[config.mk]
export PLATFORM = sky130hd
export DESIGN_NAME = mem_access_unit
export DESIGN_NICKNAME = d
export VERILOG_FILES = /design/src/rtl/mau_pkg.sv /design/src/rtl/mau_lane.sv /design/src/rtl/mem_access_unit.sv
export SDC_FILE = /design/constraint.sdc
export NUM_CORES = 1
export LEC_CHECK = 0
export CORE_MARGIN = 4
export CORE_UTILIZATION = 50
export CTS_CLUSTER_DIAMETER = 40
export CTS_CLUSTER_SIZE = 40
export DETAILED_ROUTE_END_ITERATION = 10
export HOLD_SLACK_MARGIN = 0.1
export PLACE_DENSITY = 0.87
export SKIP_LAST_GASP = 1
export SLEW_MARGIN = 20
export SYNTH_ARGS = -nofsm -noshare
export SYNTH_HDL_FRONTEND = slang
export SYNTH_SLANG_ARGS = --single-unit
[constraint.sdc]
create_clock -name clk -period 5.7 [get_ports clk]
set_input_delay 0.855 -clock clk [delete_from_list [all_inputs] [get_ports clk]]
set_output_delay 0.855 -clock clk [all_outputs]
set_load 0.02 [all_outputs]
[src/rtl/mau_pkg.sv]
// Memory access unit shared types: access modes, FSM states, request bundle.
// Build option: MAU_MISALIGN_TRAP_EN enables the misaligned-access trap.
package mau_pkg;

  localparam logic [1:0] MODE_BYTE = 2'b00;
  localparam logic [1:0] MODE_HALF = 2'b01;
  localparam logic [1:0] MODE_WORD = 2'b10;

  localparam logic [2:0] ST_IDLE  = 3'd0;
  localparam logic [2:0] ST_READ  = 3'd1;
  localparam logic [2:0] ST_CAPT  = 3'd2;
  localparam logic [2:0] ST_MERGE = 3'd3;
  localparam logic [2:0] ST_WRITE = 3'd4;
  localparam logic [2:0] ST_RESP  = 3'd5;

  typedef enum logic [2:0] {
    IDLE  = ST_IDLE,
    READ  = ST_READ,
    CAPT  = ST_CAPT,
    MERGE = ST_MERGE,
    WRITE = ST_WRITE,
    RESP  = ST_RESP
  } mau_state_e;

  typedef struct packed {
    logic        write;
    logic [1:0]  mode;
    logic        sign_ext;
    logic [1:0]  lane;
    logic [31:0] wdata;
  } mau_req_t;

  // Mode 11 is treated as a word access.
  function automatic logic is_word(
    input logic [1:0] mode
  );
    return mode[1];
  endfunction

  function automatic logic is_misaligned(
    input logic [1:0] mode,
    input logic [1:0] lo
  );
    logic mis;
    mis = 1'b0;
    unique case (1'b1)
      (mode == MODE_BYTE): mis = 1'b0;
      (mode == MODE_HALF): mis = lo[0];
      default:             mis = (lo != 2'b00);
    endcase
    return mis;
  endfunction

endpackage

[src/rtl/mau_lane.sv]
// Lane steering for the memory access unit:
// load extract/extend and store read-modify-write merge.
module mau_lane
  import mau_pkg::*;
(
  input  logic [1:0]  mode,
  input  logic        sign_ext,
  input  logic [1:0]  lane,
  input  logic [31:0] ram_word,
  input  logic [31:0] wdata,
  output logic [31:0] load_data,
  output logic [31:0] merge_data
);

  logic [7:0]  byte_sel;
  logic [15:0] half_sel;
  logic        byte_msb;
  logic        half_msb;

  // Pick the addressed byte and half out of the RAM word.
  always_comb begin
    byte_sel = ram_word[7:0];
    unique case (lane)
      2'd0: byte_sel = ram_word[7:0];
      2'd1: byte_sel = ram_word[15:8];
      2'd2: byte_sel = ram_word[23:16];
      2'd3: byte_sel = ram_word[31:24];
      default: byte_sel = ram_word[7:0];
    endcase
    half_sel = lane[1] ? ram_word[31:16]
                       : ram_word[15:0];
  end

  assign byte_msb = sign_ext & byte_sel[7];
  assign half_msb = sign_ext & half_sel[15];

  // Extend sub-word loads; words pass through.
  always_comb begin
    load_data = ram_word;
    unique case (1'b1)
      (mode == MODE_BYTE):
        load_data = {{24{byte_msb}}, byte_sel};
      (mode == MODE_HALF):
        load_data = {{16{half_msb}}, half_sel};
      default:
        load_data = ram_word;
    endcase
  end

  // Overlay store data onto the addressed lanes only.
  always_comb begin
    merge_data = ram_word;
    unique case (1'b1)
      (mode == MODE_BYTE):
        merge_data[{lane, 3'b000} +: 8] = wdata[7:0];
      (mode == MODE_HALF):
        merge_data[{lane[1], 4'b0000} +: 16] = wdata[15:0];
      default:
        merge_data = wdata;
    endcase
  end

endmodule

[src/rtl/mem_access_unit.sv]
// Load/store unit between CPU and a one-cycle-latency word RAM.
// Build option: MAU_MISALIGN_TRAP_EN traps misaligned half/word accesses.
module mem_access_unit
  import mau_pkg::*;
#(
  parameter int ADDR_W = 32
) (
  input  logic              clk,
  input  logic              rst,
  input  logic              req_valid,
  output logic              req_ready,
  input  logic              mem_write,
  input  logic [1:0]        mode,
  input  logic              sign_ext,
  input  logic [ADDR_W-1:0] addr,
  input  logic [31:0]       wdata,
  output logic              rsp_valid,
  output logic [31:0]       rdata,
  output logic              misalign,
  output logic [ADDR_W-3:0] ram_addr,
  output logic              ram_we,
  output logic [31:0]       ram_wdata,
  input  logic [31:0]       ram_rdata
);

  mau_state_e        state;
  mau_req_t          req_q;
  logic [ADDR_W-3:0] word_q;
  logic [31:0]       wword_q;
  logic [31:0]       rdata_q;
  logic              mis_req;
  logic              accept;
  logic [31:0]       load_data;
  logic [31:0]       merge_data;

  assign accept = req_valid && (state == IDLE);

`ifdef MAU_MISALIGN_TRAP_EN
  logic mis_q;

  assign mis_req  = is_misaligned(mode, addr[1:0]);
  assign misalign = mis_q;

  // Latch the trap flag with the request.
  always_ff @(posedge clk) begin
    if (rst) begin
      mis_q <= 1'b0;
    end else if (accept) begin
      mis_q <= mis_req;
    end
  end
`else
  assign mis_req  = 1'b0;
  assign misalign = 1'b0;
`endif

  mau_lane u_lane (
    .mode       (req_q.mode),
    .sign_ext   (req_q.sign_ext),
    .lane       (req_q.lane),
    .ram_word   (ram_rdata),
    .wdata      (req_q.wdata),
    .load_data  (load_data),
    .merge_data (merge_data)
  );

  // Access sequencer: request capture, RAM read/merge/write, response.
  always_ff @(posedge clk) begin
    if (rst) begin
      state   <= IDLE;
      req_q   <= '0;
      word_q  <= '0;
      wword_q <= '0;
      rdata_q <= '0;
    end else begin
      unique case (state)
        IDLE: begin
          if (req_valid) begin
            req_q.write    <= mem_write;
            req_q.mode     <= mode;
            req_q.sign_ext <= sign_ext;
            req_q.lane     <= addr[1:0];
            req_q.wdata    <= wdata;
            word_q         <= addr[ADDR_W-1:2];
            wword_q        <= wdata;
            if (mis_req) begin
              rdata_q <= '0;
              state   <= RESP;
            end else if (mem_write
                         && is_word(mode)) begin
              state <= WRITE;
            end else begin
              state <= READ;
            end
          end
        end
        READ: begin
          state <= req_q.write ? MERGE : CAPT;
        end
        CAPT: begin
          rdata_q <= load_data;
          state   <= RESP;
        end
        MERGE: begin
          wword_q <= merge_data;
          state   <= WRITE;
        end
        WRITE: begin
          rdata_q <= '0;
          state   <= RESP;
        end
        RESP: begin
          state <= IDLE;
        end
        default: begin
          state <= IDLE;
        end
      endcase
    end
  end

  assign req_ready = (state == IDLE);
  assign rsp_valid = (state == RESP);
  assign rdata     = rdata_q;
  assign ram_addr  = word_q;
  assign ram_we    = (state == WRITE);
  assign ram_wdata = wword_q;

endmodule

# ---- After elaboration in Yosys (flattened, before gate mapping)
# Cells that the tools add are included.
dict set report op_classes {
  n_addsub 2
  eq_ne 10
  n_shift 4
  n_mux 13
  bitwise_logic 2
  reduce_logical 9
}
# op count
set ops {}
lappend ops {{$pmux 32 s2} 4}
lappend ops {{$bwmux 32} 2}
lappend ops {{$mux 32} 1}
lappend ops {{$pmux 8 s4} 1}
lappend ops {{$shift 16x7->32 const A} 1}
lappend ops {{$shift 8x7->32 const A} 1}
lappend ops {{$shiftx 16x7->32} 1}
lappend ops {{$shiftx 8x7->32} 1}
lappend ops {{$mux 16} 1}
lappend ops {{$neg 5->7} 2}
lappend ops {{$pmux 3 s4} 1}
lappend ops {{$eq 3x2->1 const B} 2}
lappend ops {{$eq 3x3->1 const B} 2}
lappend ops {{$mux 3} 2}
lappend ops {{$eq 2x1->1 const B} 2}
lappend ops {{$eq 2x2->1 const B} 2}
lappend ops {{$logic_not 2->1} 2}
lappend ops {{$reduce_and 2->1} 2}
lappend ops {{$reduce_bool 2->1} 2}
lappend ops {{$eq 3x1->1 const B} 1}
lappend ops {{$logic_not 3->1} 1}
lappend ops {{$and 1x1->1} 2}
lappend ops {{$ne 2x2->1 const B} 1}
lappend ops {{$reduce_or 2->1} 1}
lappend ops {{other kinds (2)} 2}
dict set report totals {
  reg_bits 135
  input_bits 103
  output_inout_bits 98
  elab_cells 49
}

# ---- Logic depth before layout (Yosys ltp)
# Gate-level depths: netlist of run 1.
dict set report logic_depth {
  word_depth 5
  depth_mapped 10
  ltp_nobuf 6
}

# ---- Hierarchy
# Synthesis of run 1 repeated with hierarchy kept, for this count alone.
dict set report unflattened {
  cells_unflattened 860
  hier_area_um2 6605.1
}
# mod n_inst cells_per_inst area_each_um2 seq_area_each_um2
set modules_own_cells {}
lappend modules_own_cells {mem_access_unit 1 610 4926.0 2702.6}
lappend modules_own_cells {mau_lane 1 250 1679.1 0.0}

# ---- Least setup slack after synthesis of run 1
# Ideal clock, no wire load.
dict set report synth_path {
  kind {reg2reg}
  start {register, netlist name req_q[33]}
  end {register wword_q[3] (netlist: ram_wdata[3])}
  setup_time_ns 0.117
  t_arrival_ns 2.284
  setup_slack_ns 3.299
  stages_incl_launch_ff 9
  path_buffers 2
  path_cell_list {dfxtp_1 -> buf_4 -> clkbuf_1 -> inv_1 -> ha_1 -> nor2_1 -> a211o_1 -> a221o_1 -> a32o_1}
}
dict set report synth_via {
  elab_chain_len 5
  word_cells_on_any_way 10
  classes_between {2 x add/sub; 4 x shift; 4 x mux}
}
# element line
set synth_lines {}
lappend synth_lines {{$neg 5->7, on equally long branches} {mau_lane.sv:57, mau_lane.sv:55}}
lappend synth_lines {{$shiftx 16x7->32, or another cell as far along} mau_lane.sv:57} ;# merge_data[{lane[1], 4'b0000} +: 16] = wdata[15:0];
lappend synth_lines {{$bwmux 32, on equally long branches} {mau_lane.sv:57, mau_lane.sv:55}}
lappend synth_lines {{$pmux 32 s2 *} mau_lane.sv:53} ;# unique case (1'b1)
lappend synth_lines {{$pmux 32 s2 *} mem_access_unit.sv:76} ;# unique case (state)
lappend synth_lines {{to (signal assigned)} mem_access_unit.sv:85} ;# wword_q <= wdata;
lappend synth_lines {{to (signal assigned)} mem_access_unit.sv:105} ;# wword_q <= merge_data;
lappend synth_lines {{to (decl)} mem_access_unit.sv:29} ;# logic [31:0] wword_q;
# Every way passes the cells marked *; elsewhere a longest branch is shown, timed or not.
# A chain may end at the register's enable or synchronous reset.

# ---- Worst setup path in the final report of run 1
dict set report layout_path {
  start {input port req_valid}
  end {register wword_q[21] (netlist: ram_wdata[21])}
}
dict set report layout_via {
  elab_chain_len 2
}
# element line
set layout_lines {}
lappend layout_lines {{from (decl)} mem_access_unit.sv:10} ;# input logic req_valid,
lappend layout_lines {{$ne 2x2->1 (no line)} -}
lappend layout_lines {{$reduce_and 2->1 (no line)} -}
# Every way passes these cells.

==> impl_metrics.py, run 1 <==
metrics = {
    "worst_setup_path": {
        "critPathMaxStageDelay_ps": 900,
        "slowest_stage": "or4b_2",
        "cp-end-kind": "flop",
        "crit_arrival_ps": 3330,
        "path_class": "input port to flop",
        "crit_buf_inv": 2,
        "cp_max_fo": 56,
        "critPathTopFamily": "simple AND/OR/NAND/NOR gates",
        "required_ps": 6010,
        "path_cells": "clkdlybuf4s50_1, or4b_2, buf_4, nand3_1, a21oi_1, a211o_1",
        "startpoint_type": "input port",
    },
    "clock_tree": {
        "numCtsBuffers": 17,
        "path_clk_slew_ps": 60,
        "clkSinkCount": 135,
        "cts_resized": 0,
        "cts_tree": "done",
        "clock_path_buffers": 2,
        "clock_latency_ps": 420,
        "post_cts_buffers": 0,
        "ctsHoldBuffers": 0,
        "cts_htree_levels": 4,
        "cts-root-buf": "clkbuf_16",
    },
    "floorplan": {
        "fp.dieH_um": 119,
        "core_area_um2": 12000,
        "io_pins": 201,
        "die_w_um": 119,
        "initial_core_util_pct": 51.0,
        "dieArea_um2": 14100,
        "num_rows": 40,
    },
    "status": {
        "status": "completed",
    },
    "drt": {
        "drc_errors": 0,
        "dr.pass1.iters": 8,
        "drt-total-wl_mm": 21.1,
        "avgRoutedWirePerCell_um": 20.2,
        "avgViaCountPerCell": 6.12,
        "vias": 6379,
        "detail-route-antenna-nets": 0,
        "drtIter0Drc": 640,
    },
    "timing": {
        "timing.final.max_slew_violations": 0,
        "period_needed_ps": 3020,
        "fin_setup_tns_ps": 0,
        "skew_ps": 4.99,
        "slew_headroom_pct": 28.1,
        "worstMarginPinSlew_ps": 1080,
        "finalHoldViolations": 0,
        "fin_crit_sh_pct": 52.9,
        "rsz0062_at_grt": "false",
        "setup_viol": 0,
        "fmax_mhz": 332,
    },
    "layout": {
        "finalNetCount": 991,
        "fill_cells": 965,
        "final_common_cell": "clkdlybuf4s50_1",
        "final_cell_mix": "clkdlybuf4s50_1 (198), nand2_1 (164), dfxtp_1 (135)",
        "diodes": 0,
        "synthToLayoutAreaGrowth_pct": 41.8,
        "layout-drive-gt1-share_pct": 7.37,
        "fin_area_um2": 8690,
    },
    "synthesis": {
        "synth-edff-count": 0,
        "ys.flop_type": "dfxtp_1",
        "yosys_warnings": 0,
        "synthCells": 725,
        "syn_nets": 833,
        "synthArstFlopShare_pct": 0,
        "syn-cell-area_um2": 6130,
        "ys_seq_area_share_pct": 44.1,
        "ys_ff_latch": 135,
        "syn_avg_cell_area_um2": 8.45,
        "synth_cell_types": 54,
    },
    "power": {
        "p_leak_nw": 3.15,
        "vdd_drop_max_mv": 0.212,
        "power.density_nw_per_um2": 341,
    },
    "min_path": {
        "worst_hold_path_type": "flop to flop",
    },
    "placed_design": {
        "port_buffers": 199,
        "post-dp-hpwl_mm": 14.7,
        "routabilityCongestion": 0.918,
        "place_area_um2": 8050,
    },
    "global_routing": {
        "grt_start_max_net_pins": 61,
        "grt_antenna_before_repair": 0,
        "grt_first_pass_wirelength_mm": 32.9,
        "overflow": 0,
        "grt_use_total_pct": 29.2,
        "grt_pass1_vias": 6350,
    },
    "run": {
        "cap_violations": 0,
    },
}
==> worst min-delay path: cells and delay by family (launching register included) <==
kind            cells  cell delay, ps
flops               1             300
simple gates        1              50
compound gates      1              50
==> logic make-up after synthesis <==
logic type | after synthesis | share of synthesized area [%]
AO/OA/AOI/OAI | 260 | 30.3
AND/OR/NAND/NOR | 237 | 17.3
flip-flops | 135 | 44.1
buffers and inverters | 79 | 5.88
multiplexers | 7 | 1.16
adder cells (fa/ha/maj) | 5 | 1.02
other | 1 | 0.0612
XOR/XNOR | 1 | 0.143
==> metrics by stage <==
step | util [%] | setup slack (ps) | hold slack [ps] | total power, W | instances
6_report | 72.4 | 2680 | 454 | 0.00296 | 1043
5_1_grt | 72.4 | 2480 | 484 | 0.00308 | 1043
4_1_cts | 72.4 | 2700 | 454 | 0.00296 | 1043
3_5_place_dp | 67.0 | 2280 | 446 | 0.00179 | 1011
3_3_place_gp | 67.0 | 2360 | 442 | 0.00177 | 1011
2_1_floorplan | - | 3300 | 436 | 0.00150 | 725
==> sequential cells by signal, summed over array words and instances, names as in the netlist <==
signal	cells
req_q	38
rdata	32
ram_wdata	32
ram_addr	30
state	3
==> power breakdown <==
group	switching [W]	total, W	leakage (nW)	internal [W]
sequential	0.0000799	0.00111	1.10	0.00103
clock	0.000416	0.00118	0.304	0.000764
combinational	0.000379	0.000673	1.74	0.000295
==> per-layer routing <==
| metal | GRT usage (%) | routed length, um | vias up |
|---|---|---|---|
| met4 | 12.2 | 680 | 0 |
| met1 | 35.1 | 8290 | 3025 |
| li1 | - | - | 2969 |
| met2 | 47.4 | 10100 | 335 |
| met5 | 0 | 0 | - |
| met3 | 10.2 | 2050 | 50 |
==> layout make-up <==
class	count	area (um2)	area share, %
Tap cell	147	184	2.12
Timing Repair Buffer	204	2040	23.5
Sequential cell	135	2700	31.1
Clock buffer	20	467	5.37
Clock inverter	12	174	2.00
Multi-Input combinational cell	511	3070	35.3
Inverter	14	52.6	0.605
==> path summary, 6_finish.rpt <==
path / startpoint / to / slack (ps) / depth (start not counted)
worst max-delay path: req_valid / ram_wdata[21]$_SDFFE_PP0P_ / 2680 / 6
worst min-delay path: ram_addr[11]$_SDFFE_PP0P_ / ram_addr[11]$_SDFFE_PP0P_ / 450 / 2
worst max register to register: req_q[33]$_SDFFE_PP0P_ / ram_wdata[1]$_SDFFE_PP0P_ / 2710 / 6
worst min register to register: ram_addr[11]$_SDFFE_PP0P_ / ram_addr[11]$_SDFFE_PP0P_ / 450 / 2
==> Yosys cell counts (2+ instances only) <==
cell type,number,share of area [%]
nand2_1,164,10
dfxtp_1,135,44
a21oi_1,85,6.9
buf_2,29,2.4
clkbuf_1,26,1.6
o21ai_0,25,2.0
nor2_1,19,1.2
a221o_1,18,2.9
o22ai_1,17,1.7
nand3_1,16,1.3
o221a_2,15,2.8
inv_1,13,0.80
a211oi_1,12,1.5
a221oi_1,11,1.6
a211o_1,10,1.4
a21boi_0,10,1.2
a32o_1,10,1.6
a32oi_1,10,1.4
nand2b_1,10,1.0
a222oi_1,7,1.1
a22o_1,7,1.0
o2bb2ai_1,7,1.0
a21boi_1,6,0.74
mux2i_1,6,0.98
ha_1,5,1.0
nor3_1,5,0.41
buf_1,4,0.24
nor2b_1,4,0.41
a31oi_1,3,0.31
buf_4,3,0.37
nand3b_1,3,0.37
a21oi_2,2,0.29
and3_1,2,0.20
and3b_1,2,0.29
buf_6,2,0.37
nor4b_1,2,0.29
nor4b_4,2,0.78
or2_2,2,0.20
Note: power is estimated with default switching activity, not from simulation.
==> run 2: changes to the inputs <==
--- a/config.mk
+++ b/config.mk
@@ -6,12 +6,12 @@
 export NUM_CORES = 1
 export LEC_CHECK = 0
 export CORE_MARGIN = 4
-export CORE_UTILIZATION = 50
+export CORE_UTILIZATION = 42
 export CTS_CLUSTER_DIAMETER = 40
 export CTS_CLUSTER_SIZE = 40
 export DETAILED_ROUTE_END_ITERATION = 10
 export HOLD_SLACK_MARGIN = 0.1
-export PLACE_DENSITY = 0.87
+export PLACE_DENSITY = 0.78
 export SKIP_LAST_GASP = 1
 export SLEW_MARGIN = 20
 export SYNTH_ARGS = -nofsm -noshare
==> constraint.sdc (replaced) <==
create_clock -name clk -period 2.5 [get_ports clk]
set_input_delay 0.375 -clock clk [delete_from_list [all_inputs] [get_ports clk]]
set_output_delay 0.375 -clock clk [all_outputs]
set_load 0.02 [all_outputs]
==> impl_metrics.py, run 2 (synthesized netlist as in run 1, its figures left out) <==
metrics = {
    "timing": {
        "worstMarginPinSlew_ps": 824,
        "hold_ws_ps": 450,
        "period_needed_ps": 2250,
        "timing.final.max_slew_violations": 0,
        "rsz0062_at_grt": "false",
        "finalHoldViolations": 0,
        "fin_crit_sh_pct": 89.8,
        "fmax_mhz": 445,
        "slew_headroom_pct": 45.0,
        "skew_ps": 8.41,
        "fin_setup_tns_ps": 0,
        "setup_viol": 0,
    },
    "layout": {
        "fin_cells": 1104,
        "finalNetCount": 1023,
        "layout-drive-gt1-share_pct": 9.85,
        "largest_register_ffs": 38,
        "final_cell_mix": "clkdlybuf4s50_1 (198), nand2_1 (164), dfxtp_1 (135)",
        "fill_cells": 1201,
        "final_common_cell": "clkdlybuf4s50_1",
        "seqCellArea_um2": 2700,
        "synthToLayoutAreaGrowth_pct": 44.3,
        "diodes": 0,
        "regMostFlops": "req_q",
        "multi_input_area_um2": 3070,
    },
    "floorplan": {
        "dieArea_um2": 16600,
        "fp.dieH_um": 129,
        "die_w_um": 129,
        "core_area_um2": 14100,
        "io_pins": 201,
        "initial_core_util_pct": 43.5,
        "num_rows": 43,
    },
    "drt": {
        "avgRoutedWirePerCell_um": 18.8,
        "avgViaCountPerCell": 5.68,
        "drtIter0Drc": 575,
        "detail-route-antenna-nets": 0,
        "vias": 6270,
        "dr.pass1.iters": 5,
        "drc_errors": 0,
        "drt-total-wl_mm": 20.7,
    },
    "worst_setup_path": {
        "critPathTopFamily": "buffers and inverters",
        "startpoint_type": "flop",
        "cp_max_fo": 10,
        "critPathMaxStageDelay_ps": 630,
        "required_ps": 2120,
        "crit_arrival_ps": 1870,
        "cp-end-kind": "primary output",
        "crit_buf_inv": 2,
        "slowest_stage": "clkdlybuf4s50_1",
        "path_cells": "inv_1, nor3_1, clkdlybuf4s50_1",
        "path_class": "flop to primary output",
    },
    "clock_tree": {
        "cts_resized": 0,
        "clock_latency_ps": 420,
        "clkSinkCount": 135,
        "ctsHoldBuffers": 0,
        "clock_path_buffers": 2,
        "post_cts_buffers": 0,
        "numCtsBuffers": 17,
        "cts-root-buf": "clkbuf_16",
        "cts_tree": "done",
        "path_clk_slew_ps": 50,
        "cts_htree_levels": 4,
    },
    "power": {
        "pwr-share-seq_pct": 39.1,
        "p_int_w": 0.00442,
        "p_leak_nw": 3.26,
        "p_sw_share_pct": 30.4,
        "p_sw_w": 0.00193,
        "clkPwrFrac_pct": 35.0,
        "combinationalPowerShare_pct": 25.9,
        "power.density_nw_per_um2": 718,
        "p_total_w": 0.00635,
        "vdd_drop_max_mv": 0.522,
    },
    "global_routing": {
        "grt_pass1_vias": 5934,
        "grt_first_pass_wirelength_mm": 31.7,
        "grt_start_max_net_pins": 71,
        "grt_use_total_pct": 24.4,
        "grt_antenna_before_repair": 0,
        "overflow": 0,
    },
    "placed_design": {
        "dp_cells": 1076,
        "post-dp-hpwl_mm": 14.9,
        "routabilityCongestion": 0.922,
        "port_buffers": 199,
    },
    "min_path": {
        "worst_hold_path_type": "flop to flop",
    },
    "status": {
        "status": "completed",
    },
    "run": {
        "cap_violations": 0,
    },
}
run 2: layer usage:
metal  GRT usage (%)  wire length (um)
met5               0                 0
met4            7.60               331
met3            9.92              2190
met2            38.2              9540
met1            30.8              8640
run 2: through the flow:
| stage | worst slack [ps] | instance area, um2 | util [%] |
|---|---|---|---|
| final | 254 | 8840 | 62.7 |
| after global routing | 101 | 8840 | 62.7 |
| after CTS | 215 | 8840 | 62.7 |
| after detailed placement | 81.5 | 8330 | 59.1 |
| after global placement | 113 | 8330 | 59.1 |
| after floorplan | 98.9 | 6130 | - |
run 2: worst min-delay path, cell delays in order, from the launching register on:
cell,delay (ps)
dfxtp_1,300
nand2_1,50
a21oi_1,50
run 2: final timing paths:
check	startpoint	slack, ps	depth (start not counted)	to
worst max-delay path	state[2]$_SDFFE_PP0P_	250	3	ram_we
worst min-delay path	ram_addr[15]$_SDFFE_PP0P_	450	2	ram_addr[15]$_SDFFE_PP0P_
worst max register to register	req_q[32]$_SDFFE_PP0P_	270	6	ram_wdata[3]$_SDFFE_PP0P_
worst min register to register	ram_addr[15]$_SDFFE_PP0P_	450	2	ram_addr[15]$_SDFFE_PP0P_
run 2: final cells by class:
class | count | share of cell area (%)
tap | 180 | 2.55
timing repair buffer | 236 | 25.8
inverter | 14 | 0.594
clock buffer | 24 | 5.56
sequential | 135 | 30.6
multi-input combinational | 511 | 34.7
clock inverter | 4 | 0.255
run 2: power groups by stage:
stage          Sequential (W)  Combinational, W  Clock (W)
2_1_floorplan         0.00263          0.000794          0
3_3_place_gp          0.00252           0.00161          0
3_5_place_dp          0.00252           0.00163          0
4_1_cts               0.00248           0.00164    0.00227
5_1_grt               0.00250           0.00178    0.00235
6_report              0.00248           0.00165    0.00222
